$ cat src/rtl/mips_timer_if.sv
// +--------------------------------------------------------------------+
// | mips_timer_if : CPU data-bus port of the memory-mapped timer       |
// | Revision      : 1.0                                                |
// +--------------------------------------------------------------------+
`default_nettype none

interface mips_timer_if;
  logic [31:0] addr;
  logic        WE;
  logic [31:0] WD;
  logic        sel;
  logic [31:0] RD;

  modport master (output addr, output WE, output WD, input sel, input RD);
  modport slave  (input addr, input WE, input WD, output sel, output RD);
endinterface

`default_nettype wire

$ cat src/rtl/mips_timer.sv
// +--------------------------------------------------------------------+
// | mips_timer : memory-mapped countdown timer (CTRL/PRESET/COUNT)     |
// |              with one-shot / auto-reload modes and level IRQ.      |
// | Option     : define TIMER_PRESCALE_EN for the CTRL[15:8] prescaler |
// | Revision   : 1.0                                                   |
// +--------------------------------------------------------------------+
`default_nettype none

module mips_timer #(
  parameter logic [31:0] ADDR_BASE = 32'h0000_7F00,
  parameter int unsigned CNT_W     = 32
) (
  input  logic        clk,
  input  logic        reset,
  mips_timer_if.slave bus,
  output logic        IRQ
);

  typedef enum logic [1:0] {
    S_IDLE = 2'd0,
    S_LOAD = 2'd1,
    S_CNT  = 2'd2,
    S_INT  = 2'd3
  } state_t;

  localparam logic [1:0] MODE_AUTO = 2'b01;

  state_t           state_q, state_d;
  logic             en_q, en_d;
  logic             im_q, im_d;
  logic [1:0]       mode_q, mode_d;
  logic [CNT_W-1:0] preset_q, preset_d;
  logic [CNT_W-1:0] count_q, count_d;
  logic             irq_flag_q, irq_flag_d;

  logic [29:0] off;
  logic        wr_ctrl;
  logic        wr_preset;
  logic        step;
  logic [7:0]  ps_rd;
  logic [31:0] rd;
  logic        unused_ok;

  // Word offset relative to the base; the window is words 0..2 only.
  assign off       = bus.addr[31:2] - ADDR_BASE[31:2];
  assign bus.sel   = (off < 30'd3);
  assign wr_ctrl   = bus.WE & bus.sel & (off[1:0] == 2'd0);
  assign wr_preset = bus.WE & bus.sel & (off[1:0] == 2'd1);
  assign unused_ok = &{1'b0, bus.addr[1:0], bus.WD};

`ifdef TIMER_PRESCALE_EN
  logic [7:0] ps_q, ps_d;
  logic [7:0] pscnt_q, pscnt_d;

  assign step  = (pscnt_q == ps_q);
  assign ps_rd = ps_q;

  always_comb begin
    ps_d    = ps_q;
    pscnt_d = pscnt_q;
    if (state_q == S_CNT && en_q) begin
      pscnt_d = step ? 8'd0 : pscnt_q + 8'd1;
    end
    if (state_q == S_LOAD || wr_ctrl) begin
      pscnt_d = 8'd0;
    end
    if (wr_ctrl) begin
      ps_d = bus.WD[15:8];
    end
  end

  always_ff @(posedge clk or posedge reset) begin
    if (reset) begin
      ps_q    <= 8'd0;
      pscnt_q <= 8'd0;
    end else begin
      ps_q    <= ps_d;
      pscnt_q <= pscnt_d;
    end
  end
`else
  assign step  = 1'b1;
  assign ps_rd = 8'h00;
`endif

  always_comb begin
    state_d    = state_q;
    en_d       = en_q;
    im_d       = im_q;
    mode_d     = mode_q;
    preset_d   = preset_q;
    count_d    = count_q;
    irq_flag_d = irq_flag_q;

    // Auto-reload flag is a one-cycle pulse; INT below re-asserts it.
    if (mode_q == MODE_AUTO) begin
      irq_flag_d = 1'b0;
    end

    case (state_q)
      S_IDLE: begin
        // Look at the EN value being written so LOAD starts on the write edge.
        if (wr_ctrl ? bus.WD[0] : en_q) begin
          state_d = S_LOAD;
        end
      end
      S_LOAD: begin
        count_d = preset_q;
        state_d = S_CNT;
      end
      S_CNT: begin
        if (!en_q) begin
          state_d = S_IDLE;
        end else if (step) begin
          if (count_q <= CNT_W'(1)) begin
            count_d = '0;
            state_d = S_INT;
          end else begin
            count_d = count_q - CNT_W'(1);
          end
        end
      end
      S_INT: begin
        irq_flag_d = 1'b1;
        if (mode_q == MODE_AUTO) begin
          state_d = S_LOAD;
        end else begin
          en_d    = 1'b0;
          state_d = S_IDLE;
        end
      end
      default: state_d = S_IDLE;
    endcase

    // CPU writes override the FSM, including the one-shot EN clear.
    if (wr_ctrl) begin
      en_d       = bus.WD[0];
      mode_d     = bus.WD[2:1];
      im_d       = bus.WD[3];
      irq_flag_d = 1'b0;
    end
    if (wr_preset) begin
      preset_d   = bus.WD[CNT_W-1:0];
      irq_flag_d = 1'b0;
    end
  end

  always_ff @(posedge clk or posedge reset) begin
    if (reset) begin
      state_q    <= S_IDLE;
      en_q       <= 1'b0;
      im_q       <= 1'b0;
      mode_q     <= 2'b00;
      preset_q   <= '0;
      count_q    <= '0;
      irq_flag_q <= 1'b0;
    end else begin
      state_q    <= state_d;
      en_q       <= en_d;
      im_q       <= im_d;
      mode_q     <= mode_d;
      preset_q   <= preset_d;
      count_q    <= count_d;
      irq_flag_q <= irq_flag_d;
    end
  end

  always_comb begin
    rd = 32'h0;
    if (bus.sel) begin
      case (off[1:0])
        2'd0: begin
          rd[3:0]  = {im_q, mode_q, en_q};
          rd[15:8] = ps_rd;
        end
        2'd1:    rd[CNT_W-1:0] = preset_q;
        2'd2:    rd[CNT_W-1:0] = count_q;
        default: rd = 32'h0;
      endcase
    end
  end

  assign bus.RD = rd;
  assign IRQ    = im_q & irq_flag_q;

endmodule

`default_nettype wire

$ cat src/flat_wrapper.sv
// flat-port wrapper written by rule: the top's interface ports become plain ports
module mips_timer_flat 
#(
  parameter logic [31:0] ADDR_BASE = 32'h0000_7F00,
  parameter int unsigned CNT_W     = 32
)
  (clk, reset, IRQ, bus_addr, bus_WE, bus_WD, bus_sel, bus_RD);
  mips_timer_if bus_i ();
  input  logic clk;
  input  logic reset;
  output logic IRQ;
  input wire logic [$bits(bus_i.addr)-1:0] bus_addr;
  input wire logic [$bits(bus_i.WE)-1:0] bus_WE;
  input wire logic [$bits(bus_i.WD)-1:0] bus_WD;
  output wire logic [$bits(bus_i.sel)-1:0] bus_sel;
  output wire logic [$bits(bus_i.RD)-1:0] bus_RD;
  assign bus_i.addr = bus_addr;
  assign bus_i.WE = bus_WE;
  assign bus_i.WD = bus_WD;
  assign bus_sel = bus_i.sel;
  assign bus_RD = bus_i.RD;
  mips_timer #(.ADDR_BASE(ADDR_BASE), .CNT_W(CNT_W)) u_core (.clk(clk), .reset(reset), .bus(bus_i), .IRQ(IRQ));
endmodule
$ cat config.mk
export PLATFORM = sky130hd
export DESIGN_NAME = mips_timer_flat
export DESIGN_NICKNAME = d
export VERILOG_FILES = /design/src/rtl/mips_timer_if.sv /design/src/rtl/mips_timer.sv /design/src/flat_wrapper.sv
export SDC_FILE = /design/constraint.sdc
export NUM_CORES = 1
export LEC_CHECK = 0
export CAP_MARGIN = 0
export CORE_UTILIZATION = 40
export CTS_CLUSTER_SIZE = 40
export DETAILED_ROUTE_END_ITERATION = 8
export HOLD_SLACK_MARGIN = 0.06
export PLACE_DENSITY = 0.69
export SYNTH_ARGS = -nofsm -noshare
export SYNTH_HDL_FRONTEND = slang
export SYNTH_SLANG_ARGS = --single-unit
$ cat constraint.sdc
create_clock -name clk -period 5.8 [get_ports clk]
set_input_delay 0.87 -clock clk [delete_from_list [all_inputs] [get_ports clk]]
set_output_delay 0.87 -clock clk [all_outputs]
set_load 0.05 [all_outputs]
==> flow_results.org, run 1 <==
** Timing
- Of the available clock period, the critical path in the final layout requires 90.5%.
- Highest clock frequency the design can meet :: 190 MHz
- At the pin with the least slew margin, the transition time is 1.23 ns.
- For the final routed database, the setup TNS stands at 0 ns.
- RSZ-0062 raised after global routing :: no
- Setup violations remaining at the end of the flow were counted as 0.
- Worst hold slack :: 0.535 ns
- The worst pin sits at a relative slew slack of 17.9%.
- The final number of hold-violating endpoints came to 0.
- Subtracting the final worst setup slack from the clock period gives 5.25 ns.
- Final number of max-transition violations :: 0
- Clock Skew :: 0.00617 ns

** Critical path
- Data arrives at the worst endpoint at 4.38 ns.
- The worst setup path is of the in2out kind.
- For this run, the slowest stage of the critical path takes 0.82 ns.
- Startpoint types :: input pin
- The worst setup path is captured at an output pin.
- For the worst setup path, the data required time is 4.93 ns.
- Of all nets on the critical path, the largest fanout is 16.
- Highest-delay cell along the critical path :: sky130_fd_sc_hd__clkdlybuf4s50_1
- Walking the worst path, the cells encountered are clkdlybuf4s50_1 -> nand4_1 -> o41ai_1 -> mux2i_1 -> or4_1 -> inv_1 -> nand2_1 -> buf_4 -> nor2_1 -> clkdlybuf4s50_1.
- The cell that appears most often on the critical path is sky130_fd_sc_hd__clkdlybuf4s50_1.

** Cells and area
- The final layout contains 625 nets.
- The post-route netlist has 12.8% of its cells at a drive strength greater than 1.
- The repair_antennas step left the layout with diodes totalling 0.
- Layout overhead on the synthesized area :: 30.0%

** Yosys
- Gate Count Post-Synth :: 467
- In the synthesized netlist the dominant register cell turns out to be sky130_fd_sc_hd__dfrtp_1.
- FF+latch count, synth :: 71
- Summed over all instances, the cell type with the most area after synthesis is sky130_fd_sc_hd__dfrtp_1.
- For this run, the number of Yosys warnings is 0.
- In this run the mean area of a mapped cell was 9.04 sq um.
- Share of synthesized flip-flops with an asynchronous set or reset :: 100%
- Combined area of all synthesized cells :: 4220 sq um
- After synthesis, flip-flops and latches occupy 42.1% of the total area.
- The synthesized netlist contains 47 unique library cells.
- Counting flops with a built-in enable in the synthesized netlist gives 0.
- Post-Synthesis Net Count :: 541
- Most area-consuming cells after synthesis :: sky130_fd_sc_hd__dfrtp_1 (42%), sky130_fd_sc_hd__mux2_2 (9.3%), sky130_fd_sc_hd__a22oi_1 (5.9%)
- After synthesis, the largest area contributor takes up 42.1% of total cell area.

** Pwr
- In this run the static leakage power is 2.21 nW.
- The worst-case IR drop observed on VDD is 0.113 mV.
- Dividing total power by cell area gives a power density of 215 nW/um^2.

** Die
- Std-Cell Rows :: 37
- From left edge to right edge, the die measures 105 um.
- Starting density of the core :: 41.1%
- I/O Pins :: 101
- Core box area :: 10300 sq um
- Total die area :: 11000 sq um
- Die Span Y :: 105 um

** Global route
- Number of antenna violations at the first check in global routing :: 0
- Summed over all layers, the global routing overflow is 0.
- Wire length of the first global-routing pass :: 19.1 mm
- Entering global routing, the biggest net connects 72 pins.
- The number of global-route vias before repair is 3883.
- Global routing used 21.3% of the available tracks.

** Min path
- The path class of the tightest hold or removal check is reg2reg.

** Placed design
- Final weighted congestion in routability-driven placement :: 0.798
- During placement, the flow inserted port buffers numbering 98.
- Post-DP HPWL :: 7.67 mm

** Detailed routing
- The pre-antenna-repair detailed-routing pass consisted of 5 iterations.
- Via count normalized by instance count :: 5.83
- In this run the remaining antenna-violating nets after routing total 0.
- For this run, design rule violations remaining after detail routing come to 0.
- The detailed router finished its first iteration with 296 violations.
- The final layout contains routed wiring with a total length of 11.4 mm.
- In the final routed layout, each cell accounts on average for 16.5 um.
- Count of vias placed by the detailed router :: 4027

** Clock tree
- TritonCTS Buffers :: 9
- Source-to-sink clock delay at the later pin of the worst-skew pair :: 0.34 ns
- Clock tree synthesis selected as its root buffer the cell sky130_fd_sc_hd__clkbuf_8.
- The number of setup buffers added after CTS is 0.
- TritonCTS built the clock tree.
- Clock edge transition at the registers on the reported setup and hold paths :: 0.08 ns
- CTS saw 71 sinks.
- In this run the deepest clock path goes through 2 buffers.
- # resized after CTS :: 0
- Number of levels in the clock H-tree :: 3
- Post-cts hold buffer count :: 0

** Outcome
- Result of the run :: completed

** Flow run
- Max-cap violations in this run came to 0.
## stage by stage
stage | cells | utilization, % | total power [mW] | instance area, sq um | setup WS (ns)
floorplan | 467 | - | 0.713 | 4220 | 1.36
global placement | 676 | 51.6 | 0.804 | 5300 | 0.603
detailed placement | 676 | 51.6 | 0.810 | 5300 | 0.532
CTS | 691 | 53.4 | 1.18 | 5490 | 0.519
global route | 691 | 53.4 | 1.24 | 5490 | 0.305
finish | 691 | 53.4 | 1.18 | 5490 | 0.549
## cell families (layout without fill, tap and decap cells)
logic type / count (synthesis) / in the layout / synth area share [%]
fa+ha+maj: 7 / 7 / 2.08
xor+xnor: 2 / 2 / 0.415
mux: 38 / 38 / 10.1
compound gates: 141 / 141 / 21.5
flops: 71 / 71 / 42.1
simple gates: 162 / 162 / 19.4
buf+inv: 46 / 134 / 4.42
## worst max-delay path, delay by kind of cell
kind / cells / cell delay [ns]
AO/OA/AOI/OAI: 1 / 0.35
buffers and inverters: 4 / 1.73
multiplexers: 1 / 0.21
AND/OR/NAND/NOR: 4 / 1.20
## layer usage
layer / GRT usage (%) / routed length, um
met5: 0 / 0
met4: 6.34 / 134
met3: 2.87 / 656
met2: 34.9 / 5280
met1: 29.2 / 5360
## layout by cell type, fill, tap and decap left out, types with 10 or more instances in the layout
master / netlist / layout
sky130_fd_sc_hd__clkdlybuf4s50_1: 0 / 98
sky130_fd_sc_hd__dfrtp_1: 71 / 71
sky130_fd_sc_hd__nor2_1: 55 / 55
sky130_fd_sc_hd__o21ai_0: 46 / 46
sky130_fd_sc_hd__mux2_2: 35 / 35
sky130_fd_sc_hd__a22oi_1: 33 / 33
sky130_fd_sc_hd__nand2_1: 31 / 31
sky130_fd_sc_hd__a21oi_1: 27 / 26
sky130_fd_sc_hd__nor4_1: 15 / 15
sky130_fd_sc_hd__nor3_1: 15 / 15
sky130_fd_sc_hd__inv_1: 14 / 13
sky130_fd_sc_hd__clkbuf_8: 0 / 12
sky130_fd_sc_hd__a32oi_1: 10 / 10
## path summary, 6_finish.rpt
path                                     startpoint                  end  slack [ns]  depth (start not counted)
worst max-delay path                   bus_addr[10]           bus_RD[23]        0.55                         10
worst min-delay path            u_core.preset_q[25]   u_core.count_q[25]        0.54                          1
worst max register to register    u_core.count_q[0]   u_core.count_q[20]        2.67                          8
worst min register to register  u_core.preset_q[25]   u_core.count_q[25]        0.54                          1
max in group asynchronous                     reset    u_core.count_q[4]        4.10                          3
min in group asynchronous                     reset  u_core.preset_q[19]        1.12                          3
## sequential cells by signal, summed over array words and instances (netlist names)
register and cells:
u_core.count_q 32, u_core.preset_q 32, u_core.mode_q 2, u_core.state_q 2
u_core.en_q 1, u_core.im_q 1, u_core.irq_flag_q 1
## cells in the mapped netlist (4+ instances only)
| master | n |
|---|---|
| sky130_fd_sc_hd__nor3_1 | 15 |
| sky130_fd_sc_hd__mux2_2 | 35 |
| sky130_fd_sc_hd__nand4_1 | 5 |
| sky130_fd_sc_hd__a21oi_1 | 27 |
| sky130_fd_sc_hd__dfrtp_1 | 71 |
| sky130_fd_sc_hd__nor2b_1 | 4 |
| sky130_fd_sc_hd__nand2_1 | 31 |
| sky130_fd_sc_hd__o21ai_0 | 46 |
| sky130_fd_sc_hd__clkbuf_1 | 26 |
| sky130_fd_sc_hd__nand3_1 | 7 |
| sky130_fd_sc_hd__inv_1 | 14 |
| sky130_fd_sc_hd__a222oi_1 | 4 |
| sky130_fd_sc_hd__a32oi_1 | 10 |
| sky130_fd_sc_hd__nor2_1 | 55 |
| sky130_fd_sc_hd__or3_1 | 4 |
| sky130_fd_sc_hd__nand2b_1 | 5 |
| sky130_fd_sc_hd__buf_2 | 5 |
| sky130_fd_sc_hd__nor4_1 | 15 |
| sky130_fd_sc_hd__a22oi_1 | 33 |
| sky130_fd_sc_hd__ha_1 | 7 |
## power by group
group	internal, mW	leakage, nW	switching (mW)	total [mW]
Combinational	0.119	1.13	0.168	0.287
Sequential	0.504	0.987	0.0158	0.520
Clock	0.187	0.0942	0.184	0.370
## final cells by class
cell class | instances | area [sq um]
repair buffers | 105 | 1030
multi-input cells | 350 | 2270
flip-flops and latches | 71 | 1780
clock buffers | 12 | 165
fillers | 980 | 4790
clock inverters | 3 | 17.5
inverters | 14 | 52.6
well taps | 136 | 170
Power figures use the tool's default switching activity.
==> run 2: changes to the inputs <==
--- a/config.mk
+++ b/config.mk
@@ -5,12 +5,13 @@
 export SDC_FILE = /design/constraint.sdc
 export NUM_CORES = 1
 export LEC_CHECK = 0
+export ABC_AREA = 1
 export CAP_MARGIN = 0
 export CORE_UTILIZATION = 40
 export CTS_CLUSTER_SIZE = 40
 export DETAILED_ROUTE_END_ITERATION = 8
 export HOLD_SLACK_MARGIN = 0.06
-export PLACE_DENSITY = 0.69
+export PLACE_DENSITY = 0.67
 export SYNTH_ARGS = -nofsm -noshare
 export SYNTH_HDL_FRONTEND = slang
 export SYNTH_SLANG_ARGS = --single-unit
==> flow_results.org, run 2 <==
** Timing
- Post-layout minimum cycle time :: 4.99 ns
- Clock Skew :: 0.00617 ns
- Headroom to the max-slew limit :: 26.0%
- Post-route fraction of the period consumed by the critical path :: 86.0%
- Total of endpoints with negative setup slack in the final report :: 0
- Slew at the pin with the worst max-slew slack :: 1.11 ns
- Timing would allow up to 201 MHz.
- RSZ-0062 raised after global routing :: no
- The final number of hold-violating endpoints came to 0.
- Total negative slack for setup checks :: 0 ns
- Final number of max-transition violations :: 0

** Die
- The total area inside the core boundary comes to 11400 sq um.
- Std-Cell Rows :: 39
- Total die area :: 12200 sq um
- For this design the top-level I/O count stands at 101.
- Die Span Y :: 110 um
- The die is 110 um wide.
- Once the floorplan was initialized, standard cells occupied 41.2% of the core.

** Cells and area
- Multi-input gate area in the final layout :: 2510 sq um
- Seq. cell area :: 1780 sq um
- Layout cells sized above 1 :: 4.26%
- The library cells used most frequently in the layout, excluding fill and tap cells, are sky130_fd_sc_hd__nand2_1 (244), sky130_fd_sc_hd__clkdlybuf4s50_1 (98), sky130_fd_sc_hd__nor2_1 (78), sky130_fd_sc_hd__inv_1 (72), sky130_fd_sc_hd__dfrtp_1 (71).
- Layout overhead on the synthesized area :: 30.1%
- In the final layout, the registers with the most flip-flops are u_core.count_q (32), u_core.preset_q (32).
- Fill cells :: 1130
- Number of antenna repair diodes :: 0
- The net count of the finished layout is 868.
- Commonest non-fill, non-tap cell in the layout :: sky130_fd_sc_hd__nand2_1

** Clock tree
- Buffers inserted to repair hold after CTS numbered 0.
- Clock tree synthesis inserted a total of 9 buffers.
- Number of levels in the clock H-tree :: 3
- Number of buffers on the longest clock path :: 2
- Clock root buffer :: sky130_fd_sc_hd__clkbuf_16
- Clock-pin slew was measured on the worst setup and hold paths at 0.06 ns.
- Source-to-sink clock delay at the later pin of the worst-skew pair :: 0.33 ns
- Once the clock tree was built, the setup fixing pass inserted 0 buffers.
- The clock drives 71 sinks.
- # resized after CTS :: 0
- CTS tree :: done

** Yosys
- Post-Synthesis Net Count :: 781
- Number of synthesized flops with an enable pin :: 0
- Each instance of the synthesized netlist takes up on average 6.65 sq um.
- After synthesis, the cell types taking the most area are sky130_fd_sc_hd__dfrtp_1 (38%), sky130_fd_sc_hd__nand2_1 (19%), sky130_fd_sc_hd__o21ai_0 (6.8%).
- Most common cell in the synthesized netlist :: sky130_fd_sc_hd__nand2_1
- Library cell with the largest summed area after synthesis :: sky130_fd_sc_hd__dfrtp_1
- Among all flip-flop cells after synthesis, the most frequent one is sky130_fd_sc_hd__dfrtp_1.
- For this run, the number of Yosys warnings is 0.
- Top cell type's share of synthesized area :: 37.8%
- In this run, distinct cell masters in the synthesized netlist total 31.
- After technology mapping, the gate count stands at 707.
- Combined area of all synthesized cells :: 4700 sq um
- The synthesized design contains 71 register bits.
- Counting instances in the post-synthesis netlist gives the leading cell types as sky130_fd_sc_hd__nand2_1 (244), sky130_fd_sc_hd__nor2_1 (78), sky130_fd_sc_hd__inv_1 (73), sky130_fd_sc_hd__dfrtp_1 (71), sky130_fd_sc_hd__o21ai_0 (64).
- For this run, asynchronously set or reset flops after synthesis account for 100%.
- Sequential cells were found to cover 37.8% of the synthesized design area.

** Detailed routing
- The pre-antenna-repair detailed-routing pass consisted of 5 iterations.
- Average wire per cell in the routed design :: 13.6 um
- Count of routing violations after the opening detailed-route iteration :: 296
- For this run, design rule violations remaining after detail routing come to 0.
- The detail route stage leaves a number of antenna-violating nets equal to 0.
- Summed over all layers, the routed wires come to 12.8 mm.
- Count of vias placed by the detailed router :: 4744
- Via count normalized by instance count :: 5.04

** Flow run
- Maximum Capacitance Violations :: 0

** Global route
- For this run the aggregate overflow at the end of global routing stands at 0.
- Most used routing layer in global routing :: met2
- Number of global-route vias before repair :: 4703
- Global routing consumed, on the met2 layer, 36.4% of the routing resources.
- The initial antenna violation count was 0.
- Entering global routing, the biggest net connects 72 pins.
- Global routing used 21.8% of the available tracks across all layers.
- The first global-routing pass estimated 22.1 mm of wire.
- Global routing consumed, on the met1 layer, 28.4% of the routing resources.
- For met3 alone, demand over resource in global routing was 3.79%.

** Min path
- The min-delay analysis places its worst path in the category reg2reg.

** Pwr
- Seq pwr share :: 18.8%
- Max VDD drop :: 0.495 mV
- Summed over all cells, the static leakage comes to 2.89 nW.
- Net Sw Power :: 1.63 mW
- Combinational fraction of design power :: 62.5%
- The internal power of the cells totals 1.83 mW.
- Fraction of power consumed by the clock network :: 18.7%
- Overall power consumption after layout is estimated at 3.45 mW.
- Net switching is 47.2% of the power.
- PD cells :: 564 nW/um^2

** Critical path
- The critical path is of the in2out type.
- Critical path data arrival time :: 4.12 ns
- Kind of end point of the critical path :: output pin
- Startpoint types :: input pin
- Endpoint required time on the critical path :: 4.93 ns
- Worst-path maximum fanout :: 28

** Outcome
- Result of the run :: completed

** Placed design
- Quantity of I/O buffers inserted on ports :: 98
- Post-DP HPWL :: 8.89 mm
- Final weighted congestion in routability-driven placement :: 0.825
==> run 2: logic make-up after synthesis <==
| logic type | Yosys count | share of synthesized area (%) |
|---|---|---|
| adders and majority gates | 7 | 1.86 |
| buffers and inverters | 102 | 8.78 |
| AOI/OAI and AO/OA | 129 | 14.4 |
| and+or+nand+nor | 372 | 32.4 |
| DFF | 71 | 37.8 |
| xor gates and xnor gates | 26 | 4.84 |
==> run 2: metrics by stage <==
| stage | std cells | util (%) | hold WS [ns] | setup WS, ns | area [sq um] |
|---|---|---|---|---|---|
| 2_1_floorplan | 707 | - | 0.471 | 1.79 | 4700 |
| 3_3_place_gp | 926 | 50.5 | 0.490 | 0.812 | 5770 |
| 3_5_place_dp | 926 | 50.5 | 0.489 | 0.801 | 5770 |
| 4_1_cts | 942 | 53.6 | 0.505 | 0.800 | 6120 |
| 5_1_grt | 942 | 53.6 | 0.550 | 0.543 | 6120 |
| 6_report | 942 | 53.6 | 0.513 | 0.814 | 6120 |
==> run 2: path summary, 6_finish.rpt <==
kind	cells after the start	end	slack [ns]	startpoint
max	13	bus_RD[31]	0.81	bus_addr[2]
min	2	u_core.preset_q[31]	0.51	u_core.preset_q[31]
max reg2reg	11	u_core.count_q[29]	2.86	u_core.count_q[0]
min reg2reg	2	u_core.preset_q[31]	0.51	u_core.preset_q[31]
max in group asynchronous	3	u_core.count_q[13]	4.06	reset
min in group asynchronous	3	u_core.preset_q[30]	1.16	reset
==> run 2: layout make-up <==
class                      instances  area share (%)
clock buffer                      10            3.91
tap                              143            2.92
timing repair buffer             103            16.6
inverter                          75            4.62
sequential                        71            29.0
multi-input combinational        534            41.1
clock inverter                     6            1.76
==> run 2: worst max-delay path, cell delays in order <==
cell,delay (ns)
sky130_fd_sc_hd__clkdlybuf4s50_1,0.47
sky130_fd_sc_hd__ha_1,0.22
sky130_fd_sc_hd__nor2_1,0.12
sky130_fd_sc_hd__nand2_1,0.08
sky130_fd_sc_hd__nand3b_1,0.16
sky130_fd_sc_hd__nor2_1,0.09
sky130_fd_sc_hd__nand2_1,0.05
sky130_fd_sc_hd__nor2_1,0.10
sky130_fd_sc_hd__nand3_1,0.12
sky130_fd_sc_hd__nor2_4,0.18
sky130_fd_sc_hd__nand2_2,0.40
sky130_fd_sc_hd__a21oi_1,0.39
sky130_fd_sc_hd__clkdlybuf4s50_1,0.86
==> run 2: layer usage <==
metal,routed length [um],part of all wire [%]
met2,5990,47
met4,182,1.4
met5,0,0
met1,6040,47
met3,607,4.7
==> run 2: power by group through the flow <==
stage          clock, mW  combinational (mW)  sequential (mW)
2_1_floorplan          0                1.68            0.632
3_3_place_gp           0                2.08            0.652
3_5_place_dp           0                2.09            0.655
4_1_cts            0.650                2.14            0.646
5_1_grt            0.676                2.45            0.660
6_report           0.647                2.16            0.648
==> run 3: changes to the inputs <==
--- a/config.mk
+++ b/config.mk
@@ -10,7 +10,6 @@
 export CORE_UTILIZATION = 40
 export CTS_CLUSTER_SIZE = 40
 export DETAILED_ROUTE_END_ITERATION = 8
-export HOLD_SLACK_MARGIN = 0.06
 export PLACE_DENSITY = 0.67
 export SYNTH_ARGS = -nofsm -noshare
 export SYNTH_HDL_FRONTEND = slang
==> results of run 3 <==
The final DEF is identical to that of run 2; final timing and power are the same.
